[config.mk]
export PLATFORM = sky130hd
export DESIGN_NAME = vga_timing_gen
export DESIGN_NICKNAME = d
export VERILOG_FILES = /design/src/rtl/vga_pkg.sv /design/src/rtl/vga_timing_gen_pix_clk_en.sv /design/src/rtl/vga_timing_gen.sv
export SDC_FILE = /design/constraint.sdc
export NUM_CORES = 1
export LEC_CHECK = 0
export CORE_UTILIZATION = 52
export DETAILED_ROUTE_END_ITERATION = 12
export GPL_TIMING_DRIVEN = 0
export MAX_ROUTING_LAYER = met4
export PLACE_DENSITY = 0.9
export SLEW_MARGIN = 20
export SYNTH_ARGS = -nofsm -noshare
export SYNTH_HDL_FRONTEND = slang
export SYNTH_SLANG_ARGS = --single-unit
export TNS_END_PERCENT = 50
[constraint.sdc]
create_clock -name clk -period 4.4 [get_ports clk]
set_input_delay 0.88 -clock clk [delete_from_list [all_inputs] [get_ports clk]]
set_output_delay 0.88 -clock clk [all_outputs]
set_load 0.02 [all_outputs]
[src/rtl/vga_pkg.sv]
// vga_pkg: 640x480@60 timing constants and the coordinate type shared with the colour generator.
package vga_pkg;
  localparam int H_ACTIVE = 640;
  localparam int H_FP = 16;
  localparam int H_SYNC = 96;
  localparam int H_BP = 48;
  localparam int V_ACTIVE = 480;
  localparam int V_FP = 10;
  localparam int V_SYNC = 2;
  localparam int V_BP = 33;
  localparam int H_TOTAL = H_ACTIVE + H_FP + H_SYNC + H_BP;
  localparam int V_TOTAL = V_ACTIVE + V_FP + V_SYNC + V_BP;
  typedef logic [9:0] coord_t;
endpackage

[src/rtl/vga_timing_gen_pix_clk_en.sv]
// pix_clk_en: divides clk into a one-clock pixel strobe and a registered DAC pixel clock.
module pix_clk_en #(
  parameter int CLK_DIV = 2
) (
  input  logic clk,
  input  logic rst,
  output logic pix_en,
  output logic vga_clk
);
  localparam int W = $clog2(CLK_DIV);
  localparam logic [W-1:0] LAST = W'(CLK_DIV - 1);
  localparam logic [W-1:0] HALF = W'(CLK_DIV / 2);
  logic [W-1:0] div_cnt, div_nxt;
  assign pix_en = div_cnt == LAST;
  assign div_nxt = pix_en ? '0 : div_cnt + 1'b1;
  // vga_clk is registered from the next count so it tracks div_cnt and rises mid-pixel
  always_ff @(posedge clk or posedge rst) begin
    if (rst) begin
      div_cnt <= '0;
      vga_clk <= 1'b0;
    end else begin
      div_cnt <= div_nxt;
      vga_clk <= div_nxt >= HALF;
    end
  end
endmodule

[src/rtl/vga_timing_gen.sv]
// vga_timing_gen: pixel strobe, h/v counters and sync/blank generation for the VGA DAC.
module vga_timing_gen
  import vga_pkg::coord_t;
#(
  parameter int CLK_DIV = 2,
  parameter int H_ACTIVE = vga_pkg::H_ACTIVE,
  parameter int H_FP = vga_pkg::H_FP,
  parameter int H_SYNC = vga_pkg::H_SYNC,
  parameter int H_BP = vga_pkg::H_BP,
  parameter int V_ACTIVE = vga_pkg::V_ACTIVE,
  parameter int V_FP = vga_pkg::V_FP,
  parameter int V_SYNC = vga_pkg::V_SYNC,
  parameter int V_BP = vga_pkg::V_BP,
  parameter int SYNC_DELAY = 1
) (
  input  logic   clk,
  input  logic   rst,
  output logic   pix_en,
  output coord_t x,
  output coord_t y,
  output logic   active,
  output logic   frame_start,
  output logic   line_start,
  output logic   hsync,
  output logic   vsync,
  output logic   blank_n,
  output logic   sync_n,
  output logic   vga_clk
);
  localparam int H_TOTAL = H_ACTIVE + H_FP + H_SYNC + H_BP;
  localparam int V_TOTAL = V_ACTIVE + V_FP + V_SYNC + V_BP;
  localparam coord_t H_LAST = coord_t'(H_TOTAL - 1);
  localparam coord_t V_LAST = coord_t'(V_TOTAL - 1);
  localparam coord_t H_ACT = coord_t'(H_ACTIVE);
  localparam coord_t V_ACT = coord_t'(V_ACTIVE);
  localparam coord_t HS_BEG = coord_t'(H_ACTIVE + H_FP);
  localparam coord_t HS_END = coord_t'(H_ACTIVE + H_FP + H_SYNC);
  localparam coord_t VS_BEG = coord_t'(V_ACTIVE + V_FP);
  localparam coord_t VS_END = coord_t'(V_ACTIVE + V_FP + V_SYNC);
  logic hs_raw, vs_raw;
  logic [2:0] stage [SYNC_DELAY+1];
  pix_clk_en #(.CLK_DIV(CLK_DIV)) u_pix (
    .clk(clk),
    .rst(rst),
    .pix_en(pix_en),
    .vga_clk(vga_clk)
  );
  always_ff @(posedge clk or posedge rst) begin
    if (rst) begin
      x <= '0;
      y <= '0;
    end else if (pix_en) begin
      x <= x == H_LAST ? '0 : x + 1'b1;
      if (x == H_LAST) y <= y == V_LAST ? '0 : y + 1'b1;
    end
  end
  assign active = x < H_ACT && y < V_ACT;
  assign frame_start = pix_en && x == '0 && y == '0;
  assign line_start = pix_en && x == '0;
  assign hs_raw = !(x >= HS_BEG && x < HS_END);
  assign vs_raw = !(y >= VS_BEG && y < VS_END);
  assign sync_n = 1'b0;
  // stage[k] holds {hsync, vsync, blank_n} as they were k pixels ago
  assign stage[0] = {hs_raw, vs_raw, active};
  for (genvar g = 0; g < SYNC_DELAY; g++) begin : g_dly
    always_ff @(posedge clk or posedge rst) begin
      if (rst) stage[g+1] <= 3'b110;
      else if (pix_en) stage[g+1] <= stage[g];
    end
  end
  assign {hsync, vsync, blank_n} = stage[SYNC_DELAY];
endmodule

==> key figures <==
Run status
  – Status: finished, final reports clean

Synthesis
  – Cell variety after synth: 38
  – Post-synth top area cell: dfrtp_1
  – Synth top area cells: dfrtp_1 43%, nand3_1 6.2%, xnor2_1 4.8%
  – Synthesized flop and latch total: 24
  – Mapped Cells: 130
  – Share of the synthesized area in the top cell type: 0.429
  – Top post-synthesis cells by count: 22 x dfrtp_1, 16 x nand3_1, 10 x nand2_1, 8 x nor2_1, 8 x o21ai_0
  – Main synth FF type: dfrtp_1
  – Most common cell in the synthesized netlist: dfrtp_1
  – Sequential cell area fraction in the yosys report: 0.470
  – Mapped Area: 1280 um2
  – Number of synthesized flops with an enable pin: 0
  – Syn_area_per_cell: 9.87 um2
  – Synth warn: 0
  – Syn nets: 136
  – Post-synth ARST share: 1.00

Setup path
  – Worst Path Max Fanout: 6
  – Worst Setup Start Kind: flop
  – Worst EP arrival: 2.22 ns
  – Max stage delay on crit path: 0.60 ns
  – CP Class: reg2out
  – CP endpoint kind: primary output
  – Cell-by-cell trace of the critical path: nor3_1 -> and4_1 -> and4_1 -> clkdlybuf4s50_1
  – Crit path required time: 3.52 ns
  – Slowest cell on crit path: clkdlybuf4s50_1
  – Most frequent CP cell: and4_1

GRT
  – Largest net degree at the start of global routing: 25
  – Global Route met3 Usage: 0.0205
  – Grt met2 use: 0.385
  – GRT busiest layer: met2
  – Global-route wire length before repair: 4510 um
  – Initial antenna violation count: 0
  – Total grt overflow: 0
  – GR Util met1: 0.294
  – Gr usage total: 0.231
  – Vias in the first global route: 1034

Clocking
  – Clock Sinks: 24
  – Worst skew pair latency: 0.32 ns
  – CTS tree: done
  – Num CTS Buffers: 3
  – Number of hold-repair buffers added at the cts stage: 0
  – CTS resizes: 0
  – CTS H-tree depth: 1
  – Post-CTS Setup Bufs: 0
  – Clk pin slew, worst setup/hold paths: 0.13 ns
  – Clk buf depth: 2
  – Root buf cell: clkbuf_4

Run
  – Max-cap violations: 0

Layout
  – Final nets: 170
  – Multi-input logic area: 627 um2
  – Seq. cell area: 603 um2
  – Layout cells sized above 1: 0.117
  – Filler instances: 176
  – Synth-to-Final Area Change: 27.1%
  – Antenna fix cells: 0
  – Final Core Density: 0.717

Drt
  – Iter 0 DRT Violations: 51
  – Remaining DRCs: 0
  – DR vias: 1124
  – Drt total wl: 2820 um
  – Total iterations of the first detailed-routing run: 4
  – Via density: 5.92
  – WL/cell: 14.9 um
  – Post-detailed-route count of antenna-violating nets: 0

STA
  – Hold Violations, Final: 0
  – Slew headroom: 0.409
  – Fin. max-slew vios: 0
  – Setup WS post-layout: 1.30 ns
  – Tmin final: 3.10 ns
  – Setup Viol. Count Final: 0
  – Fin crit share: 0.705
  – Max Clk Rate: 0.322 GHz
  – Worst Tran Pin Value: 0.886 ns
  – Accumulated negative setup slack: 0 ns
  – RSZ-0062 raised after global routing: false
  – Clock Skew: 0.00731 ns

Placed design
  – Dpl hpwl: 2130 um
  – Place WS: 1.65 ns
  – IO buf count: 29
  – GPL Wtd Cong: 0.934

Floorplanning
  – Die Y: 51.7 um
  – IO Pins: 31
  – Initial core utilization: 0.564
  – Core Area: 2280 um2
  – Full die area: 2670 um2
  – Die X: 51.7 um
  – Num rows: 17

Pwr
  – Pwr per Cell Area: 198 nW/um2
  – VDD IR max: 163 uV
  – Lkg Pwr: 0.672 nW

Min path
  – Min-Delay Path Class: reg2reg
[final cells by class]
cell class                 count  share of cell area
sequential                    24               0.370
buffer                         5              0.0169
multi-input combinational     94               0.384
tap                           28              0.0215
inverter                       7              0.0161
clock buffer                   3              0.0138
timing repair buffer          29               0.178
[worst max-delay path: cells and delay by family, from the launching register on]
family,cells,cell delay (ns)
DFF,1,0.51
and+or+nand+nor,3,0.80
buffers and inverters,1,0.60
[per-stage QoR]
step	hold slack [ns]	power [mW]	std cells	area [um2]
floorplan	0.516	0.229	130	1280
global placement	0.476	0.231	187	1610
detailed placement	0.492	0.232	187	1610
CTS	0.513	0.326	190	1630
global route	0.549	0.331	190	1630
finish	0.506	0.324	190	1630
[kinds of logic (layout without fill, tap and decap cells)]
group                      after synthesis  count (layout)  synth area share
muxes                                    1               1           0.00877
AOI/OAI and AO/OA                       16              16            0.0702
other                                    1               1           0.00292
buffers and inverters                   12              44            0.0419
xor gates and xnor gates                10              10            0.0682
DFF                                     24              24             0.470
adders and majority gates                4               4            0.0390
and+or+nand+nor                         62              62             0.299
[cells in the final DEF, fill, tap and decap left out, drive strengths merged, types with 3 or more instances in the layout]
cell type      instances
a21oi                  4
and3                   4
and4                   6
buf                    3
clkbuf                 5
clkdlybuf4s50         29
dfrtp                 22
ha                     4
inv                    7
nand2                 10
nand3                 16
nand4                  4
nor2                   9
nor4                   3
o21ai                  8
xnor2                  7
xor2                   3
[routing by layer]
layer  routed length (um)  up-vias
met4                   69        0
li1                     -      531
met2                 1440       36
met5                    0        -
met1                 1210      549
met3                  106        8
[worst paths after layout]
check / from / slack, ns / cells past startpoint / endpoint
worst max-delay path: x[6] / 1.30 / 4 / frame_start
max in group asynchronous: rst / 2.82 / 2 / x[4]
worst min register to register: vsync / 0.51 / 2 / vsync
worst min-delay path: vsync / 0.51 / 2 / vsync
min in group asynchronous: rst / 1.04 / 2 / y[7]
worst max register to register: x[0] / 2.61 / 5 / y[9]
[power breakdown]
| group | internal (mW) | switching (mW) |
|---|---|---|
| clock | 0.0321 | 0.0645 |
| combinational | 0.00141 | 0.00497 |
| sequential | 0.221 | 0 |
[flip-flops by register name, indices dropped and copies added, names as in the netlist]
name and cells:
hsync 1, blank_n 1, vsync 1, x 10, y 10, u_pix.pix_en 1
(Power assumes the default switching activity.)
